## src/rtl/alu_multicycle.sv

```systemverilog
`default_nettype none
// ============================================================================
//  Module   : alu_multicycle
//  Purpose  : Sequential MIPS ALU with valid/ready handshakes, single-cycle
//             logic/arith/shift ops and iterative unsigned multiply/divide.
//  Revision : 1.0  initial release
// ============================================================================
module alu_multicycle #(
    parameter int WIDTH     = 32,
    parameter int MULDIV_EN = 1
) (
    input  logic             clk,
    input  logic             rst_n,
    input  logic             in_valid,
    output logic             in_ready,
    input  logic [WIDTH-1:0] a,
    input  logic [WIDTH-1:0] b,
    input  logic [3:0]       alu_control,
    output logic             out_valid,
    input  logic             out_ready,
    output logic [WIDTH-1:0] result,
    output logic [WIDTH-1:0] hi,
    output logic             zero,
    output logic             overflow,
    output logic             div_by_zero
);
    localparam int SHW = $clog2(WIDTH);
    localparam int MSB = WIDTH - 1;
    localparam logic [SHW-1:0] C_LAST = SHW'(WIDTH - 1);

    typedef enum logic [1:0] {
        S_IDLE = 2'd0,
        S_BUSY = 2'd1,
        S_DONE = 2'd2
    } state_t;

    state_t r_state, w_state_next;

    logic [SHW-1:0]   r_cnt;
    logic [WIDTH-1:0] r_acc, r_q, r_b;
    logic             r_is_div;

    logic             w_accept, w_is_mul, w_is_div, w_multi, w_last;
    logic [SHW-1:0]   w_shamt;
    logic [WIDTH-1:0] w_sum, w_dif, w_res;
    logic             w_ovf;
    logic [WIDTH:0]   w_mul_sum, w_dshift;
    logic [WIDTH-1:0] w_nacc, w_nq;

    assign in_ready  = (r_state == S_IDLE);
    assign out_valid = (r_state == S_DONE);
    assign w_accept  = in_valid & in_ready;
    assign w_is_mul  = (MULDIV_EN != 0) && (alu_control == 4'b1100);
    assign w_is_div  = (MULDIV_EN != 0) && (alu_control == 4'b1110);
    assign w_multi   = w_is_mul | w_is_div;
    assign w_last    = (r_cnt == C_LAST);
    assign w_shamt   = b[SHW-1:0];

    always_comb begin
        w_res = '0;
        w_ovf = 1'b0;
        w_sum = a + b;
        w_dif = a - b;
        case (alu_control)
            4'b0000: w_res = a & b;
            4'b0001: w_res = a | b;
            4'b0010: begin
                w_res = w_sum;
                w_ovf = (a[MSB] == b[MSB]) && (w_sum[MSB] != a[MSB]);
            end
            4'b0011: w_res = a ^ b;
            4'b0100: w_res = ~(a | b);
            4'b0101: w_res = {{(WIDTH-1){1'b0}}, (a < b)};
            4'b0110: begin
                w_res = w_dif;
                w_ovf = (a[MSB] != b[MSB]) && (w_dif[MSB] != a[MSB]);
            end
            4'b0111: w_res = {{(WIDTH-1){1'b0}}, ($signed(a) < $signed(b))};
            4'b1000: w_res = a << w_shamt;
            4'b1001: w_res = a >> w_shamt;
            4'b1010: w_res = $signed(a) >>> w_shamt;
            default: w_res = '0;
        endcase
    end

    // One iteration step: r_q holds the multiplier (shifted out LSB first)
    // or the dividend/quotient (dividend bits out MSB first, quotient bits in).
    always_comb begin
        w_mul_sum = {1'b0, r_acc} + {1'b0, r_b};
        w_dshift  = {r_acc, r_q[MSB]};
        w_nacc    = r_acc;
        w_nq      = r_q;
        if (r_is_div) begin
            // b == 0 always "fits", yielding an all-ones quotient and rem = a
            if (w_dshift >= {1'b0, r_b}) begin
                w_nacc = WIDTH'(w_dshift - {1'b0, r_b});
                w_nq   = {r_q[MSB-1:0], 1'b1};
            end else begin
                w_nacc = w_dshift[WIDTH-1:0];
                w_nq   = {r_q[MSB-1:0], 1'b0};
            end
        end else if (r_q[0]) begin
            {w_nacc, w_nq} = {w_mul_sum, r_q[MSB:1]};
        end else begin
            {w_nacc, w_nq} = {1'b0, r_acc, r_q[MSB:1]};
        end
    end

    always_ff @(posedge clk) begin
        if (!rst_n) r_state <= S_IDLE;
        else        r_state <= w_state_next;
    end

    always_comb begin
        w_state_next = r_state;
        case (r_state)
            S_IDLE:  if (w_accept) w_state_next = w_multi ? S_BUSY : S_DONE;
            S_BUSY:  if (w_last) w_state_next = S_DONE;
            S_DONE:  if (out_ready) w_state_next = S_IDLE;
            default: w_state_next = S_IDLE;
        endcase
    end

    always_ff @(posedge clk) begin
        if (!rst_n) begin
            r_cnt       <= '0;
            r_acc       <= '0;
            r_q         <= '0;
            r_b         <= '0;
            r_is_div    <= 1'b0;
            result      <= '0;
            hi          <= '0;
            zero        <= 1'b0;
            overflow    <= 1'b0;
            div_by_zero <= 1'b0;
        end else begin
            case (r_state)
                S_IDLE: if (w_accept) begin
                    if (w_multi) begin
                        r_acc    <= '0;
                        r_q      <= a;
                        r_b      <= b;
                        r_is_div <= w_is_div;
                        r_cnt    <= '0;
                    end else begin
                        result      <= w_res;
                        hi          <= '0;
                        zero        <= (w_res == '0);
                        overflow    <= w_ovf;
                        div_by_zero <= 1'b0;
                    end
                end
                S_BUSY: begin
                    r_acc <= w_nacc;
                    r_q   <= w_nq;
                    r_cnt <= r_cnt + 1'b1;
                    if (w_last) begin
                        result      <= w_nq;
                        hi          <= w_nacc;
                        zero        <= (w_nq == '0);
                        overflow    <= 1'b0;
                        div_by_zero <= r_is_div && (r_b == '0);
                    end
                end
                default: ;
            endcase
        end
    end
endmodule
`default_nettype wire
```

## config.mk

```make
export PLATFORM = sky130hd
export DESIGN_NAME = alu_multicycle
export DESIGN_NICKNAME = d
export VERILOG_FILES = /design/src/rtl/alu_multicycle.sv
export SDC_FILE = /design/constraint.sdc
export NUM_CORES = 1
export LEC_CHECK = 0
export ABC_AREA = 1
export BUFFER_PORTS_ARGS = -buffer_cell sky130_fd_sc_hd__buf_2
export CAP_MARGIN = 25
export CORE_ASPECT_RATIO = 0.8
export CORE_MARGIN = 2
export CORE_UTILIZATION = 38
export CTS_CLUSTER_DIAMETER = 50
export CTS_CLUSTER_SIZE = 10
export DETAILED_ROUTE_END_ITERATION = 16
export GPL_ROUTABILITY_DRIVEN = 0
export PLACE_DENSITY_LB_ADDON = 0.08
export SYNTH_ARGS = -nofsm -noshare
export SYNTH_HDL_FRONTEND = slang
export SYNTH_SLANG_ARGS = --single-unit
```

## constraint.sdc

```tcl
create_clock -name clk -period 7.2 [get_ports clk]
set_input_delay 0.36 -clock clk [delete_from_list [all_inputs] [get_ports clk]]
set_output_delay 0.36 -clock clk [all_outputs]
set_load 0.005 [all_outputs]
```

==> reports/metrics.csv <==
metric,value,unit
outcome,completed,
"Seq/Total Area, Yosys",15.8,%
RSZ-0062 raised after global routing,false,
startpoint types,register,
CTS tree,done,
Area Growth Syn to Fin,7.85,%
total wire length,108000,um
DRT antenna net count,0,
die height,218,um
"CTS clk-pin slew, worst paths",90,ps
Tmin final,4000,ps
post-synth net total,4115,
met2 Usage GRT,46.6,%
Post-DP HPWL,85700,um
count of input and output buffers,140,
met1 Resource Use GR,53.4,%
Synth cell types,53,
initial antenna violation count,2,
largest net degree at the start of global routing,97,
Worst Skew,19.4,ps
number of remaining DRC errors,0,
Yosys top cell by area,nand2_1,
CTS Buf Count,17,
post-synthesis cell area,21700,um^2
synth warn,0,
share of the synthesized area in the top cell type,19.2,%
drt via density,5.88,
Syn Inst Count,3873,
pwr dens,148,nW/um^2
Syn Area/Cell,5.59,um^2
die area,58900,um^2
count of final hold-check violations,0,
"Slew Viols, Final",0,
met3 GRT Util,11.7,%
PostCTS Resize Cnt,0,
busiest grt layer,met1,
post-CTS setup buffers,0,
Detailed Routing Iterations Pass 1,7,
Post-CTS Hold Buffers,0,
worst slew pin tran,1050,ps
# H-tree levels,4,
Max VDD drop,0.121,mV
first-pass GRT wire length,158000,um
CP Class,register to register,
Post-synth EDFFs,0,
Std-Cell Rows,78,
Max Buffers Root-to-Sink,2,
Non-Filler Instances,4663,
number of nets in the layout,4131,
vias in the first global route,23900,
Crit Path Max Fanout,4,
I/O pins,141,
total track usage,35.5,%
Leak,11.4,nW
GR Overflow Total,0,
number of synthesized register bits,171,
initial core utilization,38.3,%
"FFs w/ async S/R, synth",0,%
initial drt markers,4006,
crit path DAT,4310,ps
Inst Count DP,4630,
most instantiated cells after synthesis,"nand2_1 (1106), nand3_1 (497), inv_1 (410)",
routed length per placed instance,23.2,um
crit end category,register,
ys flop type,dfxtp_1,
share of layout cells above drive strength 1,7.46,%
Vias,27400,
core area,56500,um^2
relative slew slack,30.1,%
Layout Utilization,41.3,%
critical path required time,7520,ps
clk root buf,clkbuf_16,
f_max,250,MHz
later-pin clock latency in the skew report,490,ps
setup TNS,0,ps
synth top area cells,"nand2_1 (19%), dfxtp_1 (16%), nand3_1 (11%)",
total clock sinks,171,
Hold Path Class,input pin to register,
Die Wd,271,um
Max-Cap Viols,0,
number of setup violations in the final report,0,
top-count cell post-synth,nand2_1,
fin crit share,55.5,%
[cell families (layout without fill, tap and decap cells)]
| logic type | count (synthesis) | count (layout) | synth area share [%] |
|---|---|---|---|
| compound gates | 761 | 761 | 19.3 |
| xor+xnor | 42 | 42 | 1.70 |
| fa+ha+maj | 170 | 170 | 9.96 |
| buf+inv | 612 | 641 | 11.5 |
| flops | 171 | 171 | 15.8 |
| mux | 5 | 5 | 0.231 |
| other cells | 0 | 1 | 0 |
| simple gates | 2112 | 2112 | 41.6 |
[cell usage in the layout (no fill, tap or decap), types with 20 or more instances in the layout]
master	n
xnor2_1	22
a31oi_1	31
dfxtp_1	170
xor2_1	20
nand4_1	49
o211ai_1	27
nand3_1	497
nor3_1	37
o21bai_1	24
ha_1	166
inv_1	410
a21oi_1	363
o21ai_0	227
inv_2	26
buf_4	27
nand2_1	1106
nor2_1	331
buf_2	140
[stage by stage]
step	hold slack, ps	worst slack, ps	power, mW	cell area, um^2
floorplan	445	4300	1.92	21700
global placement	456	3280	2.44	22700
detailed placement	452	3230	2.42	22700
CTS	131	3500	3.40	23300
global route	163	3200	3.62	23300
finish	146	3200	3.46	23400
[layout make-up]
type,instances,area (um^2)
sequential,171,3420
clock buffer,17,425
inverter,441,1660
clock inverter,15,185
antenna,1,2.50
fill,6424,33200
timing repair buffer,168,931
tap,760,951
multi-input combinational,3090,15800
[power breakdown]
part | leakage (nW) | internal [mW] | switching, mW
Sequential | 1.39 | 1.00 | 0.0470
Combinational | 9.67 | 0.387 | 1.04
Clock | 0.293 | 0.473 | 0.514
Total | 11.4 | 1.86 | 1.60
[final timing paths]
check / from / endpoint / slack, ps / cells after the start
setup / recovery: r_b[2] / r_acc[20] / 3200 / 13
hold / removal: out_ready / r_state[1] / 150 / 4
setup reg to reg: r_b[2] / r_acc[20] / 3200 / 13
hold reg to reg: result[15] / result[15] / 460 / 2
[state kept, by name, indices dropped and copies added (netlist names)]
| register | cells |
|---|---|
| hi | 32 |
| r_acc | 32 |
| r_b | 32 |
| r_q | 32 |
| result | 32 |
| r_cnt | 5 |
| r_state | 2 |
| div_by_zero | 1 |
| overflow | 1 |
| r_is_div | 1 |
| zero | 1 |
[routing by layer]
metal	wire length, um	vias to the layer above
met5	0	-
met4	3460	0
met3	15900	169
met2	39600	1717
met1	49100	12700
li1	-	12800
[worst max-delay path, cell delays in order, from the launching register on]
cell and delay (ps):
dfxtp_1 440, inv_1 90, ha_1 340, nand2_1 80, inv_1 120, nand2_1 90
nand2_1 80, a21oi_1 420, o21bai_1 280, a31oi_1 500, o21ai_0 190, xor2_1 260
o21ai_0 780, a21oi_1 160
Note: power is estimated with default switching activity, not from simulation.
